## src/rtl/fetch_pc_gen.sv

```systemverilog
// Fetch-block address generator: issues aligned multi-instruction fetch requests on an
// AXI-style read-address channel, with redirect epochs and outstanding-request credits.
module fetch_pc_gen #(
    parameter int                ADDR_W   = 32,
    parameter int                FETCH_W  = 2,
    parameter int                MAX_OUT  = 4,
    parameter int                EPOCH_W  = 2,
    parameter logic [ADDR_W-1:0] RESET_PC = '0,
    localparam int               OFF_W    = (FETCH_W > 1) ? $clog2(FETCH_W) : 1
) (
    input  logic               clk,
    input  logic               rst,
    input  logic               jump,
    input  logic [ADDR_W-1:0]  jump_addr,
    input  logic               buffer_free,
    input  logic               rdone,
    output logic               arvalid,
    output logic [ADDR_W-1:0]  araddr,
    input  logic               arready,
    output logic [OFF_W-1:0]   ar_offset,
    output logic [EPOCH_W-1:0] ar_epoch,
    output logic [EPOCH_W-1:0] cur_epoch,
    output logic [3:0]         outstanding
);

    localparam logic [ADDR_W-1:0] BLK_BYTES = ADDR_W'(FETCH_W * 4);
    localparam logic [ADDR_W-1:0] SLOT_MASK = ADDR_W'(FETCH_W - 1);

    typedef enum logic {
        S_IDLE = 1'b0,
        S_REQ  = 1'b1
    } state_e;

    state_e             state_q, state_d;
    logic [ADDR_W-1:0]  pc_q, pc_d;
    logic [ADDR_W-1:0]  araddr_q, araddr_d;
    logic [OFF_W-1:0]   offset_q, offset_d;
    logic [EPOCH_W-1:0] ar_epoch_q, ar_epoch_d;
    logic [EPOCH_W-1:0] cur_epoch_q, cur_epoch_d;
    logic [3:0]         out_q, out_d;
    logic               pend_q, pend_d;
    logic [ADDR_W-1:0]  tgt_q, tgt_d;

    logic               hs;
    logic               rdone_eff;
    logic               may_issue;
    logic [ADDR_W-1:0]  jump_tgt;
    logic               unused_jump_lo;

    function automatic logic [ADDR_W-1:0] align_blk(input logic [ADDR_W-1:0] x);
        return x & ~(BLK_BYTES - 1'b1);
    endfunction

    function automatic logic [OFF_W-1:0] slot_of(input logic [ADDR_W-1:0] x);
        logic [ADDR_W-1:0] w;
        w = (x >> 2) & SLOT_MASK;
        return w[OFF_W-1:0];
    endfunction

    assign jump_tgt       = {jump_addr[ADDR_W-1:2], 2'b00};
    assign unused_jump_lo = ^jump_addr[1:0];

    assign hs        = (state_q == S_REQ) && arready;
    assign rdone_eff = rdone && (out_q != 4'd0);

    // NOTE: every variable written here gets a default first, so no path can infer a latch.
    always_comb begin
        state_d     = state_q;
        pc_d        = pc_q;
        araddr_d    = araddr_q;
        offset_d    = offset_q;
        ar_epoch_d  = ar_epoch_q;
        cur_epoch_d = cur_epoch_q;
        pend_d      = pend_q;
        tgt_d       = tgt_q;
        may_issue   = 1'b0;
        out_d       = out_q + 4'(hs) - 4'(rdone_eff);

        case (state_q)
            S_IDLE: begin
                if (jump) begin
                    pc_d        = jump_tgt;
                    cur_epoch_d = cur_epoch_q + EPOCH_W'(1);
                end
                may_issue = 1'b1;
            end
            S_REQ: begin
                if (hs) begin
                    // A same-cycle jump outranks an older latched redirect.
                    if (jump) begin
                        pc_d        = jump_tgt;
                        cur_epoch_d = cur_epoch_q + EPOCH_W'(1);
                    end else if (pend_q) begin
                        pc_d        = tgt_q;
                        cur_epoch_d = cur_epoch_q + EPOCH_W'(1);
                    end else begin
                        pc_d = align_blk(pc_q) + BLK_BYTES;
                    end
                    pend_d    = 1'b0;
                    state_d   = S_IDLE;
                    may_issue = 1'b1;
                end else if (jump) begin
                    pend_d = 1'b1;
                    tgt_d  = jump_tgt;
                end
            end
            default: state_d = S_IDLE;
        endcase

        if (may_issue && buffer_free && !jump && (out_d < 4'(MAX_OUT))) begin
            state_d    = S_REQ;
            araddr_d   = align_blk(pc_d);
            offset_d   = slot_of(pc_d);
            ar_epoch_d = cur_epoch_d;
        end
    end

    // NOTE: sequential state uses non-blocking assignments so all registers update together.
    always_ff @(posedge clk) begin
        if (rst) begin
            state_q     <= S_IDLE;
            pc_q        <= RESET_PC;
            araddr_q    <= RESET_PC;
            offset_q    <= '0;
            ar_epoch_q  <= '0;
            cur_epoch_q <= '0;
            out_q       <= '0;
            pend_q      <= 1'b0;
            tgt_q       <= RESET_PC;
        end else begin
            state_q     <= state_d;
            pc_q        <= pc_d;
            araddr_q    <= araddr_d;
            offset_q    <= offset_d;
            ar_epoch_q  <= ar_epoch_d;
            cur_epoch_q <= cur_epoch_d;
            out_q       <= out_d;
            pend_q      <= pend_d;
            tgt_q       <= tgt_d;
        end
    end

    assign arvalid     = (state_q == S_REQ);
    assign araddr      = araddr_q;
    assign ar_offset   = offset_q;
    assign ar_epoch    = ar_epoch_q;
    assign cur_epoch   = cur_epoch_q;
    assign outstanding = out_q;

endmodule

```

## config.mk

```make
export PLATFORM = sky130hd
export DESIGN_NAME = fetch_pc_gen
export DESIGN_NICKNAME = d
export VERILOG_FILES = /design/src/rtl/fetch_pc_gen.sv
export SDC_FILE = /design/constraint.sdc
export NUM_CORES = 1
export LEC_CHECK = 0
export ABC_AREA = 1
export BUFFER_PORTS_ARGS = -buffer_cell sky130_fd_sc_hd__buf_2
export CAP_MARGIN = 20
export CORE_MARGIN = 2
export CORE_UTILIZATION = 40
export CTS_CLUSTER_SIZE = 14
export DETAILED_ROUTE_END_ITERATION = 16
export SKIP_CTS_REPAIR_TIMING = 1
export SYNTH_ARGS = -nofsm -noshare
export SYNTH_HDL_FRONTEND = slang
export SYNTH_SLANG_ARGS = --single-unit
```

## constraint.sdc

```tcl
create_clock -name clk -period 4.31 [get_ports clk]
set_input_delay 0.2155 -clock clk [delete_from_list [all_inputs] [get_ports clk]]
set_output_delay 0.2155 -clock clk [all_outputs]
set_load 0.005 [all_outputs]
```

* Word level (Yosys, flattened, before mapping)
Cells that the tools add are included.
Cells by class: $add $sub $neg 4, order comparisons 1, muxes and demuxes 17, bitwise operators 2, reduce and logical (&&, ||, !) cells 10
Operators with widths (count):
- $mux 32 | 4
- $pmux 32 s2 | 1
- $add 32x4->32 const B | 1
- $mux 2 | 4
- $mux 1 | 6
- $logic_and 1x1->1 | 5
- $add 4x1->4 | 1
- $lt 4x3->1 const B | 1
- $pmux 2 s2 | 1
- $reduce_bool 4->1 | 1
- $sub 4x1->4 | 1
- $reduce_and 3->1 | 1
- $add 2x1->2 const B | 1
- $not 1->1 | 2
- $pmux 1 s2 | 1
- $reduce_and 2->1 | 1
- $reduce_bool 2->1 | 1
- $logic_not 1->1 | 1
Word-level totals: bits in registers 100, input port bits 38

* Longest topological paths before layout
depth after elaboration 7, depth in mapped cells 16, depth with buffers taken out 15

* Least setup slack after synthesis
Ideal clock, no wire load.
kind register -> register, start reg out_q[2], in the netlist outstanding[2], end reg araddr_q[8], in the netlist araddr[8], arrival 2.386 ns, path slack 1.808 ns, stages on the path, launching flop included 17, path buffers 1, cells stage by stage dfxtp_1 -> inv_1 -> ha_1 -> a21boi_0 -> ha_1 -> inv_1 -> ha_1 -> inv_1 -> fa_1 -> xnor2_1 -> nor2_1 -> nand2_2 -> inv_2 -> buf_2 -> nand3_1 -> o211ai_1 -> inv_1
On the way: longest elaborated chain between the ends 5, elaborated cells on any way between the ends 6, classes of those cells add/sub: 2; order compare: 1; reduce/logical: 3
Ends and longest elaborated chain:
- start: declaration | RTL line 40 | logic [3:0] out_q, out_d;
- start signal: assignment | RTL line 137 | out_q <= out_d;
- parallel branches: the longest is 2 deep, another holds $add 4x1->4
- $sub 4x1->4 * | RTL line 77 | out_d = out_q + 4'(hs) - 4'(rdone_eff);
- $lt 4x3->1 * | RTL line 110 | if (may_issue && buffer_free && !jump && (out_d < 4'(MAX_OUT))) begin
- $logic_and 1x1->1 * | RTL line 110
- end signal: assignment | RTL line 133 | araddr_q <= araddr_d;
- end: declaration | RTL line 36 | logic [ADDR_W-1:0] araddr_q, araddr_d;
Mark *: on every way between the ends. A chain may end at the register's enable or synchronous reset.

* Final worst setup path
start reg out_q[2], in the netlist outstanding[2], end reg araddr_q[14], in the netlist araddr[14]
The elaborated chain is that of the path after synthesis.

==> results.txt <==
The first routing iteration left 391 violations. The total power per unit cell area came out at 510 nW/µm². In the layout the commonest cells are nand2_1 (204), nor2_1 (129), dfxtp_1 (100), inv_1 (76), buf_2 (74). Summed over all failing endpoints, the final setup total negative slack is 0 ns. For this design, the sink count on the clock tree is 100.

The top cell type by area accounts for 37.1% of the synthesized area. The max-capacitance violation count came out at 0. The die is 120 µm wide. Most common library cell in the layout ignoring fill and taps: nand2_1.

For this run, the register share of the synthesized area comes to 37.1%. STA classifies the critical path endpoint as a register. The flow ran to the end, and the final reports show no timing, DRC or antenna violations. For the data arrival time of the worst path, the log shows 3.49 ns. Across every metal layer, demand over resource in global routing totals 23.4%. Count of input and output buffers: 74.

The min-delay analysis places its worst path in the category in -> reg. The internal power of the cells totals 2.00 mW. From synthesis to final layout, the design area changed by 14.2%. The number of buffers on the longest clock path was 2; the gate count after technology mapping was 843.

Cells fill 46.6% of the core in the end. The pin slew with the least headroom to its limit was 0.896 ns; the worst-case vdd ir drop was 0.000202 V. Summing all multi-input logic gate instances after layout gives 2900 µm². The clock network burns 26.6% of the power. For this design the total switching power over the nets is 1.15 mW. Setup repair after global routing left no endpoint under its margin. Setup slack on the worst reg-to-reg path comes out at 1.14 ns. Fill cells in the final layout number 1,447.

Along the worst path, the maximum fanout reaches 25. The wire length of the first global-routing pass came out at 26,700 µm. The tools report the final count of hold timing violations as 0. The fmax came out at 0.315 GHz. The pre-antenna-repair detailed-routing pass consisted of 5 iterations. The relative contribution of combinational cells to total power is 33.6%, and the clock buffer count from CTS is 9. Largest area contributor in the synthesized netlist: dfxtp_1. The later pin in the worst-skew pair is clocked with a latency of 0.36 ns. The run gives 0.0132 ns as the final worst clock skew. The logs give 80 for the top-level I/O count and 0.938 for the routability congestion estimate from global placement. The routed wirelength normalized by instance count was 15.2 µm. Cells with a size suffix above 1 make up 12.6% of the layout. The tools report the number of diodes as 0. The run gives 0 as the max-slew violation count.

Measured against its own limit, the worst slew margin works out to 40.3%. TritonCTS built the clock tree. The logs give 0 for the initial antenna violation count and 0 for the total DRC errors in the routed layout. Synthesis inferred 100 register bits. The synthesized netlist contains 39 unique library cells.

Row generation in the floorplan step produced 42 rows. For this design the static power due to leakage is 2.84 nW. The signal on the critical path passes through inv_1 > ha_1 > a21boi_0 > ha_1 > inv_1 > ha_1 > inv_1 > fa_1 > xnor2_1 > nor2_1 > nand2_2 > inv_2 > buf_4 > o21ai_0 > a21o_1 > inv_1. After layout, the minimum clock period comes to 3.17 ns. Setup violations remaining at the end of the flow were counted as 0. After detailed routing, the number of vias per cell comes to 5.16. The count of nets left with antenna violations once routing finished came out at 0. The number of levels the H-tree was split into came out at 3. The sum of internal, switching and leakage power was 3.15 mW; the required time reported for the critical path endpoint was 4.63 ns.

The run gives 49 as the maximum number of pins on one net before global-route repair. After synthesis, the mean cell area works out to 6.41 µm². The die covers 14,500 µm².

For this run, the slowest stage of the critical path takes 0.39 ns. The type of the worst setup path is reg -> reg. Measured along the y axis, the die boundary spans 120 µm.

The net count of the finished layout is 939. Startpoint type of the worst setup path: a register. Summed over all nets, the half-perimeter wirelength after detailed placement is 11,100 µm.

Ranked by total cell area, the synthesized netlist is headed by dfxtp_1 (37%), nand2_1 (14%), nor2_1 (9.0%). Critical-path cell with the highest stage delay: inv_2. The final layout contains routed wiring with a total length of 16,300 µm.

The clock input transition at the sequential cells of the worst setup and hold paths was 0.08 ns; the yosys synthesis warning count was 0. Clock tree synthesis selected as its root buffer the cell clkbuf_16. The floorplan core area is 13,200 µm², and the initial standard-cell utilization of the core is 40.8%.

The sequential cells in the finished layout cover a total of 2000 µm². After synthesis the cells add up to 5400 µm². Per report_power, the sequential group accounts for 39.8% of the total.

Net switching is 36.4% of the power. For this block, the via count after detailed routing is 5,537. The sum of overflow across all layers after global routing was 0; the post-route clock period utilization was 73.6%. The most numerous cell type found on the critical path is inv_1.

The via count of the first global-routing pass is 5,257.
[path summary, 6_finish.rpt]
check / start / to / cells after the start
max: outstanding[2]$_SDFF_PP0_ / araddr[14]$_SDFFE_PP0P_ / 16
min: jump_addr[6] / tgt_q[6]$_SDFFE_PP0P_ / 3
max reg2reg: outstanding[2]$_SDFF_PP0_ / araddr[14]$_SDFFE_PP0P_ / 16
min reg2reg: ar_epoch[0]$_SDFFE_PP0P_ / ar_epoch[0]$_SDFFE_PP0P_ / 2
[registers in the layout, indices dropped and copies added (netlist names)]
name / flops
arvalid: 1
pend_q: 1
outstanding: 4
ar_epoch: 2
araddr: 29
pc_q: 30
cur_epoch: 2
ar_offset: 1
tgt_q: 30
[power by group through the flow]
stage          sequential, mW  clock, mW  combinational (mW)
6_report                 1.25      0.836                1.06
4_1_cts                  1.25      0.858                1.07
3_3_place_gp             1.27          0                1.05
3_5_place_dp             1.27          0                1.06
2_1_floorplan            1.27          0               0.704
5_1_grt                  1.28      0.892                1.21
[cell families after synthesis]
group | after synthesis | synth area share, %
adder cells (fa/ha/maj) | 7 | 1.76
AO/OA/AOI/OAI | 164 | 17.6
flip-flops | 100 | 37.1
buffers and inverters | 129 | 9.45
XOR/XNOR | 5 | 0.811
AND/OR/NAND/NOR | 437 | 33.2
other | 1 | 0.0694
[worst max-delay path, delay by kind of cell (launching register included)]
family	cells	cell delay, ns
AOI/OAI and AO/OA	3	0.48
xor gates and xnor gates	1	0.15
adders and majority gates	4	0.96
buffers and inverters	6	0.93
DFF	1	0.32
and+or+nand+nor	2	0.28
[cell type report]
type,instances,share of cell area (%)
Tap cell,176,3.57
Clock buffer,10,3.87
Inverter,84,5.11
Sequential cell,100,32.4
Clock inverter,5,0.973
Timing Repair Buffer,83,7.10
Multi-Input combinational cell,616,46.9
[metal layers]
| metal | share of wire, % | vias up | track usage (%) |
|---|---|---|---|
| met5 | 0 | - | 0 |
| met1 | 50 | 2522 | 33.5 |
| li1 | - | 2837 | - |
| met3 | 5.3 | 19 | 3.07 |
| met2 | 43 | 159 | 36.4 |
| met4 | 1.7 | 0 | 8.07 |
[synth_stat cells (all sizes together)]
library cell    n
nand4           3
clkbuf         21
clkinv          2
a22oi           9
inv            82
or2             3
o22ai           1
o221ai          3
o311ai          1
nor3           23
nand2         205
nand3b          1
o211ai          8
nand3          66
xnor2           2
a21boi          1
buf            24
o21bai          2
xor2            3
conb            1
ha              6
o21ai          49
fa              1
dfxtp         100
o21a           19
a21o            2
o2111ai         2
nor2          136
a31oi           2
a211oi          1
a21oi          64
[through the flow]
stage | instance area (µm²) | std cells | hold WS (ns) | setup slack (ns)
final | 6170 | 1074 | 0.112 | 1.14
after floorplan | 5410 | 845 | 0.358 | 1.81
after global routing | 6170 | 1074 | 0.114 | 0.878
after detailed placement | 5870 | 1059 | 0.454 | 1.12
after CTS | 6170 | 1074 | 0.102 | 1.10
after global placement | 5870 | 1059 | 0.451 | 1.13
Power figures use the tool's default switching activity.
